==> src/rtl/occ_fetch_unit.sv <==
`default_nettype none
// ============================================================================
// Module      : occ_fetch_unit
// Description : Occ-table fetch stage. Serves ce_rom_Occ/addr_rom_Occ
//               requests from a variable-latency backing memory. A one-entry
//               tag cache short-cuts repeated rows, and a saturating counter
//               counts backing-memory reads.
// Revision    : 1.0 - initial release
// ============================================================================
module occ_fetch_unit #(
  parameter int ADDR_W = 8,
  parameter int DATA_W = 32,
  parameter int CNT_W  = 16
) (
  input  logic              clk,
  input  logic              rst_n,
  input  logic              ce_rom_Occ,
  input  logic [ADDR_W-1:0] addr_rom_Occ,
  input  logic              flush,
  output logic [DATA_W-1:0] data_Occ,
  output logic              data_valid,
  output logic              mem_req,
  output logic [ADDR_W-1:0] mem_addr,
  input  logic [DATA_W-1:0] mem_rdata,
  input  logic              mem_rvalid,
  output logic [CNT_W-1:0]  miss_count
);

  typedef enum logic [1:0] {
    ST_IDLE  = 2'd0,
    ST_FETCH = 2'd1,
    ST_HOLD  = 2'd2
  } state_t;

  state_t            state;
  logic [ADDR_W-1:0] req_addr;
  logic              cache_valid;
  logic [ADDR_W-1:0] cache_tag;
  logic [DATA_W-1:0] cache_data;

  logic hit;
  logic same_req;
  logic fill;
  logic issue;

  // Lookup uses the registered valid bit: a flush in the same cycle as a
  // lookup only affects lookups from the next cycle on.
  assign hit      = cache_valid && (cache_tag == addr_rom_Occ);
  assign same_req = ce_rom_Occ && (addr_rom_Occ == req_addr);
  assign fill     = (state == ST_FETCH) && mem_rvalid;
  assign issue    = (state == ST_IDLE) && ce_rom_Occ && !hit;

  // Request FSM with registered outputs towards the requester and memory.
  always_ff @(posedge clk or negedge rst_n) begin
    if (!rst_n) begin
      state      <= ST_IDLE;
      req_addr   <= '0;
      data_Occ   <= '0;
      data_valid <= 1'b0;
      mem_req    <= 1'b0;
      mem_addr   <= '0;
    end else begin
      case (state)
        ST_IDLE: begin
          data_valid <= 1'b0;
          mem_req    <= 1'b0;
          if (ce_rom_Occ) begin
            req_addr <= addr_rom_Occ;
            if (hit) begin
              data_Occ   <= cache_data;
              data_valid <= 1'b1;
              state      <= ST_HOLD;
            end else begin
              mem_req  <= 1'b1;
              mem_addr <= addr_rom_Occ;
              state    <= ST_FETCH;
            end
          end
        end
        ST_FETCH: begin
          // The read strobe is a single-cycle pulse; mem_addr stays put.
          mem_req <= 1'b0;
          if (mem_rvalid) begin
            if (same_req) begin
              data_Occ   <= mem_rdata;
              data_valid <= 1'b1;
              state      <= ST_HOLD;
            end else begin
              // Requester moved on; the fill only warms the cache.
              data_valid <= 1'b0;
              state      <= ST_IDLE;
            end
          end
        end
        ST_HOLD: begin
          mem_req <= 1'b0;
          if (!same_req) begin
            data_valid <= 1'b0;
            state      <= ST_IDLE;
          end
        end
        default: begin
          data_valid <= 1'b0;
          mem_req    <= 1'b0;
          state      <= ST_IDLE;
        end
      endcase
    end
  end

  // One-entry cache: filled by memory returns, invalidated by flush.
  always_ff @(posedge clk or negedge rst_n) begin
    if (!rst_n) begin
      cache_valid <= 1'b0;
      cache_tag   <= '0;
      cache_data  <= '0;
    end else begin
      if (fill) begin
        cache_tag  <= mem_addr;
        cache_data <= mem_rdata;
      end
      // Flush has priority over a coincident fill.
      if (flush) begin
        cache_valid <= 1'b0;
      end else if (fill) begin
        cache_valid <= 1'b1;
      end
    end
  end

  // Saturating count of backing-memory reads.
  always_ff @(posedge clk or negedge rst_n) begin
    if (!rst_n) begin
      miss_count <= '0;
    end else if (issue && !(&miss_count)) begin
      miss_count <= miss_count + 1'b1;
    end
  end

endmodule
`default_nettype wire

==> config.mk <==
export PLATFORM = sky130hd
export DESIGN_NAME = occ_fetch_unit
export DESIGN_NICKNAME = d
export VERILOG_FILES = /design/src/rtl/occ_fetch_unit.sv
export SDC_FILE = /design/constraint.sdc
export NUM_CORES = 1
export LEC_CHECK = 0
export CAP_MARGIN = 10
export CORE_UTILIZATION = 51
export DETAILED_ROUTE_END_ITERATION = 6
export PLACE_DENSITY = 0.78
export SLEW_MARGIN = 0
export SYNTH_ARGS = -nofsm -noshare
export SYNTH_HDL_FRONTEND = slang
export SYNTH_SLANG_ARGS = --single-unit
==> constraint.sdc <==
create_clock -name clk -period 2.4 [get_ports clk]
set_clock_uncertainty 0.1 [all_clocks]
set_input_delay 0.36 -clock clk [delete_from_list [all_inputs] [get_ports clk]]
set_output_delay 0.36 -clock clk [all_outputs]
set_load 0.01 [all_outputs]
# --- After elaboration in Yosys (flattened, before gate mapping) ---
# Cells that the tools add are included.
word_totals:
  wordCells: 60
  regBits: 109
op_classes:
  n_mux: 22
  reduce_logical: 17
  n_addsub: 1
  bitwise_logic: 1
  n_eq_ne: 9
ops:
  columns: ["op", "count"]
  rows:
  - ["32-bit two-way mux", 4]
  - ["32-bit case mux with 2 select lines", 1]
  - ["16-bit by 1-bit adder with 16-bit output, second input constant", 1]
  - ["8-bit equality test", 2]
  - ["16-bit AND reduction", 1]
  - ["1-bit two-way mux", 10]
  - ["2-bit two-way mux", 5]
  - ["2-bit inequality test, second input constant", 5]
  - ["1-bit logical AND", 6]
  - ["2-bit case mux with 3 select lines", 1]
  - ["3-bit AND reduction", 2]
  - ["5-bit AND reduction", 1]
  - ["2-bit AND reduction", 2]
  - ["2-bit nonzero test", 2]
  - ["1-bit case mux with 3 select lines", 1]
  - ["2-bit by 1-bit equality test with 1-bit output, second input constant", 1]
  - ["2-bit equality test, second input constant", 1]
  - ["1-bit zero test", 2]
  - ["2-bit zero test", 1]
  - ["1-bit NOT", 1]

# --- Depth between registers and ports, before layout ---
# Gate-level depths: netlist (run 1).
depth:
  word_depth: 5
  mapped_depth: 6
  depth_no_buf: 6

# --- Worst setup path after synthesis (run 1) ---
# No wires, ideal clock.
synth_timing:
  path_kind: "flip-flop to flip-flop"
  from: "reg req_addr[1]"
  to: "reg data_Occ[0]"
  arrival_time_ns: 1.669
  required_time_ns: 2.175
  path_slack_ns: 0.506
  setup_time_ns: 0.125
  stages_incl_launch_ff: 7
  synth_period_minus_slack_ns: 1.894
  n_path_buf: 1
  path_cell_list: "dfrtp_1 > xnor2_1 > nand4_1 > nor4_4 > a31oi_4 > buf_6 > mux2_4"
synth_via:
  elab_chain_cells: 4
synth_lines:
  columns: ["element", "line_no", "text"]
  rows:
  - ["from (decl)", "36", "logic [ADDR_W-1:0] req_addr;"]
  - ["from (signal assigned)", "68", "req_addr <= addr_rom_Occ;"]
  - ["8-bit equality test", "49", "assign same_req = ce_rom_Occ && (addr_rom_Occ == req_addr);"]
  - ["1-bit logical AND", "49", null]
  - ["2-bit inequality test (no source line)", null, null]
  - ["5-bit AND reduction (no source line)", null, null]
  - ["to (signal assigned)", "70", "data_Occ <= cache_data;"]
  - ["to (signal assigned)", "85", "data_Occ <= mem_rdata;"]
  - ["to (decl)", "20", "output logic [DATA_W-1:0] data_Occ,"]
# Every way passes these cells.
# A chain may end at the register's enable or synchronous reset.

# --- Final worst setup path (run 1) ---
layout_timing:
  from: "in addr_rom_Occ[7]"
  to: "reg data_Occ[29]"
layout_via:
  elab_chain_cells: 4
layout_lines:
  columns: ["element", "line_no", "text"]
  rows:
  - ["from (decl)", "18", "input logic [ADDR_W-1:0] addr_rom_Occ,"]
  - ["8-bit equality test (on tied branches)", "49, 48", null]
  - ["1-bit logical AND (on tied branches)", "49, 48", null]
  - ["2-bit inequality test (no source line)", null, null]
  - ["5-bit AND reduction (no source line) (*)", null, null]
# Every way passes the cells marked *; elsewhere a longest branch is shown, timed or not.

==> insert_results.sql, run 1 <==
INSERT INTO impl_metrics (metric_group, metric, value, unit) VALUES
('status', 'status', 'complete, no violations', ''),
('finish', 'fin_area', '6610', 'um2'),
('clock_network', 'path_clk_slew', '0.11', 'ns'),
('synth', 'mappedNetlistArea', '5050', 'um2'),
('worst_hold_path', 'hp_class', 'flop to flop', ''),
('synth', 'synth_seq_cells', '109', ''),
('sta', 'final.period_utilization', '89.4', '%'),
('finish', 'area_growth', '31.0', '%'),
('clock_network', 'tritoncts', 'yes', ''),
('route', 'route.detailed.drc', '0', ''),
('critical_path', 'kind_of_cell_adding_the_most_delay_to_the_critical_path', 'buffers and inverters', ''),
('synth', 'mappedNetlistNets', '561', ''),
('floorplanning', 'start_util', '53.6', '%'),
('clock_network', 'clock-root-buffer', 'sky130_fd_sc_hd__clkbuf_8', ''),
('sta', 'timing.slew.headroom', '61.8', '%'),
('synth', 'synth_largest_area_cell', 'sky130_fd_sc_hd__dfrtp_1', ''),
('clock_network', 'clk-insertion-delay-late', '0.38', 'ns'),
('critical_path', 'critical-path-slowest-cell', 'sky130_fd_sc_hd__clkdlybuf4s50_1', ''),
('route', 'ant_nets', '0', ''),
('critical_path', 'timing.setup.critical_path_class', 'input pin to flop', ''),
('critical_path', 'critical_path.startpoint_type', 'input pin', ''),
('route', 'viasPerCell', '5.18', ''),
('clock_network', 'post_cts_buffers', '0', ''),
('placement', 'placed_cell_area', '6360', 'um2'),
('clock_network', 'htreeDepth', '3', ''),
('sta', 'timing.final.max_slew_violations', '0', ''),
('route', 'detail_route.wl_per_cell', '14.8', 'um'),
('route', 'route.met3.wl', '495', 'um'),
('synth', 'postSynth.asyncResetShare', '100', '%'),
('finish', 'antenna-diode-count', '0', ''),
('critical_path', 'critical_path_arrival', '2.32', 'ns'),
('floorplanning', 'die-area', '10300', 'um2'),
('critical_path', 'cp_data_required_time', '2.57', 'ns'),
('global_routing', 'grt_antenna_before_repair', '0', ''),
('finish', 'layout_common_cells', '250 x sky130_fd_sc_hd__nand2_1, 109 x sky130_fd_sc_hd__dfrtp_1, 101 x sky130_fd_sc_hd__clkdlybuf4s50_1', ''),
('synth', 'yosysWarnings', '0', ''),
('synth', 'synth_enable_flop_cells', '0', ''),
('flow_run', 'timing.max_cap.violations', '0', ''),
('sta', 'rsz_0062_raised_after_global_routing', 'false', ''),
('global_routing', 'grt_pass1_wl', '18900', 'um'),
('sta', 'fin_crit', '2.15', 'ns'),
('sta', 'timing_worst_slew_pin_value', '0.574', 'ns'),
('route', 'detail_route.wirelength.met1', '5170', 'um'),
('global_routing', 'maximum_number_of_pins_on_one_net_before_global_route_repair', '110', ''),
('placement', 'routabilityCongestion', '0.904', ''),
('global_routing', 'grt_pass1_vias', '3922', ''),
('route', 'vias', '3971', ''),
('route', 'maxUsedRoutingLayer', 'met4', ''),
('route', 'drt-pass1-iter-count', '4', ''),
('finish', 'most_common_library_cell_in_the_layout_ignoring_fill_and_taps', 'sky130_fd_sc_hd__nand2_1', ''),
('synth', 'synth.yosys.seq_area_share', '54.1', '%'),
('critical_path', 'critical_path_peak_fanout', '14', ''),
('clock_network', 'cts-buffers-inserted', '9', ''),
('synth', 'synth_top_cells_by_area', 'sky130_fd_sc_hd__dfrtp_1 54%, sky130_fd_sc_hd__nand2_1 19%, sky130_fd_sc_hd__mux2_4 8.9%', ''),
('synth', 'synth_top_area_share', '54.1', '%'),
('floorplanning', 'die_width', '101', 'um'),
('power_and_ir_drop', 'total_power', '0.00498', 'W'),
('clock_network', 'cts.path.max_buffers', '2', ''),
('floorplanning', 'pin_count', '103', ''),
('global_routing', 'grt_usage', '23.9', '%'),
('route', 'route.final.wire_length', '11400', 'um'),
('finish', 'final_core_util', '70.2', '%'),
('route', 'drt_iter0_drc', '232', ''),
('floorplanning', 'design.core.area', '9420', 'um2'),
('finish', 'nNetsFinal', '679', ''),
('placement', 'placement.io_buffers', '102', ''),
('critical_path', 'cp-end-kind', 'flop', ''),
('synth', 'dominantRegCellSynth', 'sky130_fd_sc_hd__dfrtp_1', ''),
('power_and_ir_drop', 'static-leakage-power', '3.31', 'nW'),
('critical_path', 'crit_path_cell_trace', 'clkdlybuf4s50_1 > xnor2_1 > nand4_1 > nor4_4 > a31oi_4 > buf_12 > mux2_4', ''),
('sta', 'timing.final.hold_violations', '0', '');
cells by family after synthesis:
logic type	after synthesis	share of synthesized area, %
AOI/OAI and AO/OA	5	0.918
xor gates and xnor gates	29	5.03
adders and majority gates	1	0.248
buffers and inverters	23	2.21
DFF	109	54.1
muxes	43	11.8
and+or+nand+nor	305	25.7
state kept, by name, summed over array words and instances, names as in the netlist:
register,flops
miss_count,16
cache_data,32
mem_req,1
cache_tag,8
data_valid,1
state,2
cache_valid,1
req_addr,8
mem_addr,8
data_Occ,32
worst reg2reg max path: stages, from the launching register on:
cell and delay [ns]:
sky130_fd_sc_hd__dfrtp_1 0.41, sky130_fd_sc_hd__xnor2_1 0.21, sky130_fd_sc_hd__nand4_1 0.20, sky130_fd_sc_hd__nor4_4 0.39, sky130_fd_sc_hd__a31oi_4 0.18, sky130_fd_sc_hd__buf_12 0.19, sky130_fd_sc_hd__mux2_4 0.31
final timing paths:
| kind | from | end | slack, ns | depth (start not counted) |
|---|---|---|---|---|
| min reg2reg | cache_data[2] | cache_data[2] | 0.39 | 2 |
| min in group asynchronous | rst_n | cache_data[9] | 0.49 | 3 |
| max in group asynchronous | rst_n | miss_count[13] | 1.26 | 3 |
| max reg2reg | req_addr[0] | data_Occ[29] | 0.32 | 6 |
| max | addr_rom_Occ[7] | data_Occ[29] | 0.25 | 7 |
| min | cache_data[2] | cache_data[2] | 0.39 | 2 |
cell type report:
class / count / area [um2]
Timing Repair Buffer: 129 / 1260
Clock buffer: 9 / 124
Tap cell: 129 / 161
Multi-Input combinational cell: 383 / 2210
Clock inverter: 7 / 120
Inverter: 1 / 3.75
Sequential cell: 109 / 2730
Fill cell: 694 / 2800
what timing repair did:
| action | 4_1_cts | 5_1_grt |
|---|---|---|
| resized for setup | 0 | 0 |
| hold buffers | 1 | 0 |
| hold endpoints to repair | 109 | 0 |
power by group:
part / internal (W) / switching [W] / total (W)
combinational: 0.000642 / 0.000618 / 0.00126
sequential: 0.00216 / 0.000250 / 0.00241
clock: 0.000616 / 0.000696 / 0.00131
total: 0.00342 / 0.00156 / 0.00498
layer usage:
layer	GRT usage, %	up-vias
li1	-	1890
met1	32.3	1965
met2	39.0	102
met3	4.14	14
met4	8.36	0
met5	0	-
synth_stat cells, types with 2 or more instances:
master	instances
sky130_fd_sc_hd__xnor2_1	18
sky130_fd_sc_hd__nand3b_1	3
sky130_fd_sc_hd__nor3_1	4
sky130_fd_sc_hd__dfrtp_1	109
sky130_fd_sc_hd__and3_1	3
sky130_fd_sc_hd__clkbuf_1	17
sky130_fd_sc_hd__nor2_2	2
sky130_fd_sc_hd__nand4_1	7
sky130_fd_sc_hd__mux2_2	13
sky130_fd_sc_hd__nand2b_1	2
sky130_fd_sc_hd__nor2_1	7
sky130_fd_sc_hd__nor4_2	2
sky130_fd_sc_hd__nand4b_1	2
sky130_fd_sc_hd__buf_2	2
sky130_fd_sc_hd__and2_1	3
sky130_fd_sc_hd__nand3_1	8
sky130_fd_sc_hd__mux2_4	30
sky130_fd_sc_hd__nand2_1	250
sky130_fd_sc_hd__xor2_1	11
sky130_fd_sc_hd__nor4_1	4
sky130_fd_sc_hd__buf_6	3
sky130_fd_sc_hd__nor2b_1	2
metrics by stage:
stage          hold WS [ns]  setup WS (ns)  std cells  setup TNS (ns)
5_1_grt               0.409          0.178        767               0
6_report              0.386          0.255        767               0
2_1_floorplan       -0.0356          0.506        515               0
3_3_place_gp          0.357        -0.0959        750           -2.96
4_1_cts               0.389          0.254        767               0
3_5_place_dp          0.362         -0.154        750           -5.36
Power figures use the tool's default switching activity.
==> run 2: changes to the inputs <==
Settings changed: PLACE_DENSITY 0.78 to 0.83.
==> run 2 against run 1 <==
  * Setup slack got worse by 0.044 ns
  * Global-route usage is 0.45 points higher
  * Clock power down 15%
  * Combinational power about the same
  * Hold slack got worse by 0.028 ns
==> insert_results.sql, run 2 (synthesis results as in run 1) <==
INSERT INTO impl_metrics (metric_group, metric, value, unit) VALUES
('finish', 'nNetsFinal', '675', ''),
('floorplanning', 'start_util', '53.6', '%'),
('critical_path', 'worstReg2RegEnd', 'data_Occ[3]', ''),
('global_routing', 'global_route_overflow', '0', ''),
('route', 'vias', '3932', ''),
('clock_network', 'cts.path.max_buffers', '2', ''),
('global_routing', 'maximum_number_of_pins_on_one_net_before_global_route_repair', '53', ''),
('finish', 'area_growth', '29.7', '%'),
('sta', 'timing.final.max_slew_violations', '0', ''),
('route', 'viasPerCell', '5.15', ''),
('flow_run', 'timing.max_cap.violations', '0', ''),
('status', 'status', 'complete, no violations', ''),
('floorplanning', 'row_count', '35', ''),
('sta', 'timing_worst_slew_pin_value', '0.616', 'ns'),
('critical_path', 'critical_path_arrival', '2.36', 'ns'),
('floorplanning', 'die_width', '101', 'um'),
('sta', 'fin_crit', '2.19', 'ns'),
('clock_network', 'path_clk_slew', '0.12', 'ns'),
('clock_network', 'tritoncts', 'yes', ''),
('route', 'detail_route.wl_per_cell', '14.8', 'um'),
('route', 'drt_iter0_drc', '167', ''),
('route', 'ant_nets', '0', ''),
('sta', 'final.period_utilization', '91.2', '%'),
('route', 'route.detailed.drc', '0', ''),
('power_and_ir_drop', 'peakVddDrop', '0.000647', 'V'),
('critical_path', 'worst-r2r-cell-count', '6', ''),
('clock_network', 'clock-root-buffer', 'sky130_fd_sc_hd__clkbuf_8', ''),
('critical_path', 'cp_data_required_time', '2.57', 'ns'),
('finish', 'layout_common_cells', '250 x sky130_fd_sc_hd__nand2_1, 109 x sky130_fd_sc_hd__dfrtp_1, 101 x sky130_fd_sc_hd__clkdlybuf4s50_1', ''),
('critical_path', 'critical_path.startpoint_type', 'input pin', ''),
('sta', 'finalSetupViolations', '0', ''),
('finish', 'biggestRegsByFlops', 'cache_data (32), data_Occ (32), miss_count (16)', ''),
('sta', 'rsz_0062_raised_after_global_routing', 'false', ''),
('floorplanning', 'pin_count', '103', ''),
('critical_path', 'cp-end-kind', 'flop', ''),
('placement', 'routabilityCongestion', '0.841', ''),
('critical_path', 'critical-path-slowest-cell', 'sky130_fd_sc_hd__clkdlybuf4s50_1', ''),
('critical_path', 'critical_path_peak_fanout', '32', ''),
('finish', 'most_common_library_cell_in_the_layout_ignoring_fill_and_taps', 'sky130_fd_sc_hd__nand2_1', ''),
('power_and_ir_drop', 'total_power', '0.00479', 'W'),
('clock_network', 'ctsHoldBuffers', '1', ''),
('global_routing', 'grt_antenna_before_repair', '0', ''),
('sta', 'timing.final.hold_violations', '0', ''),
('critical_path', 'maximum_cell_stage_delay_along_the_critical_path', '0.56', 'ns'),
('clock_network', 'htreeDepth', '3', ''),
('route', 'drt-pass1-iter-count', '4', ''),
('clock_network', 'count_of_instances_resized_after_the_clock_tree_is_built', '0', ''),
('worst_hold_path', 'hp_class', 'input pin to asynchronous set/reset pin', ''),
('critical_path', 'timing.setup.critical_path_class', 'input pin to flop', ''),
('placement', 'detailed_place_hpwl', '7870', 'um'),
('clock_network', 'clkSinkCount', '109', ''),
('critical_path', 'rrSetupSlack', '0.25', 'ns'),
('clock_network', 'post_cts_buffers', '0', ''),
('critical_path', 'kind_of_cell_adding_the_most_delay_to_the_critical_path', 'buffers and inverters', ''),
('power_and_ir_drop', 'static-leakage-power', '3.28', 'nW'),
('placement', 'placement.io_buffers', '102', ''),
('global_routing', 'grt_usage', '24.3', '%'),
('sta', 'timing.slew.headroom', '58.8', '%'),
('critical_path', 'worst_r2r_startpoint', 'req_addr[0]', ''),
('finish', 'final_core_util', '69.5', '%'),
('global_routing', 'grt_pass1_vias', '3951', ''),
('floorplanning', 'design.core.area', '9420', 'um2'),
('critical_path', 'timing.critical_path.buf_inv', '2', ''),
('global_routing', 'grt_pass1_wl', '19300', 'um'),
('sta', 'tns', '0', 'ns'),
('finish', 'drive_above_1_share', '14.2', '%'),
('floorplanning', 'dieHeight', '101', 'um'),
('power_and_ir_drop', 'cellPowerDensity', '733', 'nW/um2'),
('floorplanning', 'die-area', '10300', 'um2'),
('finish', 'antenna-diode-count', '0', ''),
('route', 'route.final.wire_length', '11300', 'um'),
('sta', 'fmax', '0.457', 'GHz'),
('clock_network', 'cts-buffers-inserted', '9', ''),
('clock_network', 'clk-insertion-delay-late', '0.38', 'ns'),
('critical_path', 'crit_path_cell_trace', 'clkdlybuf4s50_1 > xnor2_1 > nand4_1 > nor4_4 > a31oi_4 > buf_12 > mux2_4', '');
-- run 2: cell types whose count changed in the layout (fill, tap and decap cells not counted) --
cell and change:
sky130_fd_sc_hd__bufinv_16 -2, sky130_fd_sc_hd__inv_8 +1, sky130_fd_sc_hd__buf_4 -4, sky130_fd_sc_hd__clkinv_4 +1
-- run 2: stage by stage --
step	hold WS, ns	instance area, um2	worst slack, ns	std cells
floorplan	-0.0356	5050	0.506	515
global placement	0.232	6330	-0.0649	746
detailed placement	0.236	6330	-0.186	746
CTS	0.362	6540	0.236	763
global route	0.386	6540	0.0711	763
finish	0.358	6540	0.211	763
-- run 2: final cells by class --
type                    instances  area, um2
clock buffers                   9        124
clock inverters                 7       80.1
fillers                       690       2870
inverters                       1       3.75
multi-input cells             383       2210
flip-flops and latches        109       2730
well taps                     129        161
repair buffers                125       1230
-- run 2: how the worst max path moves through the flow --
stage,to,cells after the start,start,slack [ns]
finish,data_Occ[3],7,addr_rom_Occ[2],0.21
global route,data_Occ[3],7,addr_rom_Occ[2],0.07
CTS,data_Occ[3],7,addr_rom_Occ[2],0.24
detailed placement,data_Occ[3],7,addr_rom_Occ[2],-0.19
global placement,data_Occ[30],7,addr_rom_Occ[2],-0.06
floorplan,data_Occ[0],6,req_addr[1],0.51
-- run 2: routing by layer --
metal  wire length (um)  vias up  track usage (%)
met4                261        0             9.36
met5                  0        -                0
met3                493       25             3.59
met1               5220     1914             33.1
met2               5340      114             39.7
li1                   -     1879                -
-- run 2: power by group --
part,leakage [nW],switching [W],internal [W]
clock,0.0994,0.000699,0.000415
combinational,1.76,0.000625,0.000642
sequential,1.41,0.000252,0.00216
==> run 3: changes to the inputs <==
Settings changed: PLACE_DENSITY 0.83 to 0.79.
==> run 3 against run 2 <==
  * Core utilization is 0.20 points lower
  * Highest routed layer unchanged
  * First-iteration DRC count is 7.8% higher
  * Setup slack improved by 0.066 ns
==> insert_results.sql, run 3 (synthesis results as in run 1) <==
INSERT INTO impl_metrics (metric_group, metric, value, unit) VALUES
('power_and_ir_drop', 'peakVddDrop', '0.000476', 'V'),
('critical_path', 'cp_data_required_time', '2.56', 'ns'),
('floorplanning', 'die-area', '10300', 'um2'),
('sta', 'timing.slew.headroom', '64.9', '%'),
('global_routing', 'grt_antenna_before_repair', '0', ''),
('placement', 'routabilityCongestion', '0.860', ''),
('critical_path', 'worst_r2r_startpoint', 'req_addr[2]', ''),
('floorplanning', 'design.core.area', '9420', 'um2'),
('power_and_ir_drop', 'seq_power_share', '51.2', '%'),
('route', 'route.final.wire_length', '11300', 'um'),
('placement', 'worst_case_setup_slack_after_placement', '-0.120', 'ns'),
('power_and_ir_drop', 'static-leakage-power', '3.27', 'nW'),
('route', 'route.detailed.drc', '0', ''),
('global_routing', 'grt_pass1_wl', '19000', 'um'),
('clock_network', 'cts-buffers-inserted', '9', ''),
('finish', 'area_growth', '29.3', '%'),
('placement', 'placed_cell_area', '6330', 'um2'),
('finish', 'most_common_library_cell_in_the_layout_ignoring_fill_and_taps', 'sky130_fd_sc_hd__nand2_1', ''),
('finish', 'layout_common_cells', '250 x sky130_fd_sc_hd__nand2_1, 109 x sky130_fd_sc_hd__dfrtp_1, 101 x sky130_fd_sc_hd__clkdlybuf4s50_1', ''),
('floorplanning', 'start_util', '53.6', '%'),
('clock_network', 'clock-root-buffer', 'sky130_fd_sc_hd__clkbuf_8', ''),
('worst_hold_path', 'hp_class', 'input pin to asynchronous set/reset pin', ''),
('critical_path', 'critical_path_peak_fanout', '9', ''),
('sta', 'setup_slack', '0.277', 'ns'),
('clock_network', 'clk-insertion-delay-late', '0.36', 'ns'),
('sta', 'timing_worst_slew_pin_value', '0.526', 'ns'),
('power_and_ir_drop', 'clkPwrFrac', '22.3', '%'),
('finish', 'antenna-diode-count', '0', ''),
('clock_network', 'post_cts_buffers', '0', ''),
('finish', 'drive_above_1_share', '14.5', '%'),
('clock_network', 'path_clk_slew', '0.11', 'ns'),
('clock_network', 'tritoncts', 'yes', ''),
('clock_network', 'cts.path.max_buffers', '2', ''),
('clock_network', 'htreeDepth', '3', ''),
('power_and_ir_drop', 'p_sw_share', '32.0', '%'),
('route', 'vias', '3894', ''),
('route', 'drt-pass1-iter-count', '4', ''),
('power_and_ir_drop', 'share_comb_of_total_power', '26.5', '%'),
('placement', 'placement.io_buffers', '102', ''),
('global_routing', 'maximum_number_of_pins_on_one_net_before_global_route_repair', '57', ''),
('route', 'ant_nets', '0', ''),
('critical_path', 'critical_path_arrival', '2.29', 'ns'),
('sta', 'fmax', '0.471', 'GHz'),
('sta', 'fin_crit', '2.12', 'ns'),
('floorplanning', 'pin_count', '103', ''),
('finish', 'fin_area', '6520', 'um2'),
('critical_path', 'critical_path.startpoint_type', 'input pin', ''),
('critical_path', 'timing.setup.critical_path_class', 'input pin to flop', ''),
('route', 'viasPerCell', '5.09', ''),
('placement', 'detailed_place_hpwl', '7920', 'um'),
('sta', 'tns', '0', 'ns'),
('global_routing', 'global_route_overflow', '0', ''),
('power_and_ir_drop', 'cellPowerDensity', '720', 'nW/um2'),
('floorplanning', 'row_count', '35', ''),
('global_routing', 'grt_pass1_vias', '3947', ''),
('sta', 'final.period_utilization', '88.5', '%'),
('finish', 'nNetsFinal', '677', ''),
('floorplanning', 'dieHeight', '101', 'um'),
('status', 'status', 'complete, no violations', ''),
('route', 'detail_route.wl_per_cell', '14.8', 'um'),
('flow_run', 'timing.max_cap.violations', '0', ''),
('sta', 'timing.final.hold_violations', '0', ''),
('floorplanning', 'die_width', '101', 'um'),
('sta', 'finalSetupViolations', '0', ''),
('power_and_ir_drop', 'total_power', '0.00470', 'W'),
('power_and_ir_drop', 'internal_power_contribution', '0.00319', 'W'),
('power_and_ir_drop', 'p_switching', '0.00151', 'W'),
('global_routing', 'grt_usage', '23.9', '%'),
('critical_path', 'cp-end-kind', 'flop', ''),
('clock_network', 'clkSinkCount', '109', ''),
('sta', 'timing.final.max_slew_violations', '0', ''),
('critical_path', 'crit_path_start', 'addr_rom_Occ[2]', ''),
('finish', 'biggestRegsByFlops', 'cache_data (32), data_Occ (32), miss_count (16)', ''),
('sta', 'rsz_0062_raised_after_global_routing', 'false', ''),
('route', 'drt_iter0_drc', '180', '');
==> run 3: path summary, 6_finish.rpt <==
path	cells past startpoint	slack [ns]	to
max	9	0.28	miss_count[1]
min	2	0.34	data_Occ[21]
max reg2reg	6	0.36	data_Occ[0]
min reg2reg	2	0.39	cache_data[24]
max in group asynchronous	3	1.16	cache_data[19]
min in group clk	2	0.39	cache_data[24]
==> run 3: through the flow <==
| stage | hold WS [ns] | utilization, % | std cells |
|---|---|---|---|
| floorplan | -0.0356 | - | 515 |
| global placement | 0.197 | 67.2 | 748 |
| detailed placement | 0.203 | 67.2 | 748 |
| CTS | 0.335 | 69.3 | 765 |
| global route | 0.355 | 69.3 | 765 |
| finish | 0.341 | 69.3 | 765 |
==> run 3: cell type report <==
class	instances	area [um2]
fillers	722	2890
flip-flops and latches	109	2730
multi-input cells	383	2210
repair buffers	127	1230
well taps	129	161
clock buffers	9	124
clock inverters	7	58.8
inverters	1	3.75
==> run 3: critical path, stage by stage <==
cell and delay [ns]:
sky130_fd_sc_hd__clkdlybuf4s50_1 0.45, sky130_fd_sc_hd__buf_4 0.16, sky130_fd_sc_hd__xnor2_1 0.13, sky130_fd_sc_hd__nand3_1 0.12
sky130_fd_sc_hd__buf_4 0.12, sky130_fd_sc_hd__nor3_2 0.04, sky130_fd_sc_hd__buf_4 0.16, sky130_fd_sc_hd__nor3_1 0.35
sky130_fd_sc_hd__mux2_2 0.38
==> run 3: layer usage <==
layer / GRT usage (%) / wire, um / vias up
met4: 5.46 / 114 / 0
met5: 0 / 0 / -
met1: 32.2 / 5190 / 1898
met2: 39.8 / 5430 / 101
met3: 5.04 / 551 / 12
li1: - / - / 1883
==> run 3: power by group through the flow <==
| stage | clock, W | combinational (W) | sequential (W) |
|---|---|---|---|
| final | 0.00105 | 0.00125 | 0.00241 |
| after global routing | 0.00115 | 0.00140 | 0.00245 |
| after CTS | 0.00107 | 0.00127 | 0.00241 |
| after detailed placement | 0 | 0.00126 | 0.00244 |
| after global placement | 0 | 0.00122 | 0.00242 |
| after floorplan | 0 | 0.000655 | 0.00244 |
==> run 3: timing repair <==
| action | CTS | global route |
|---|---|---|
| endpoints found under the hold margin | 25 | 0 |
| endpoints found under the setup margin | 0 | 0 |
| hold buffers | 1 | 0 |
| gates resized for setup | 0 | 0 |
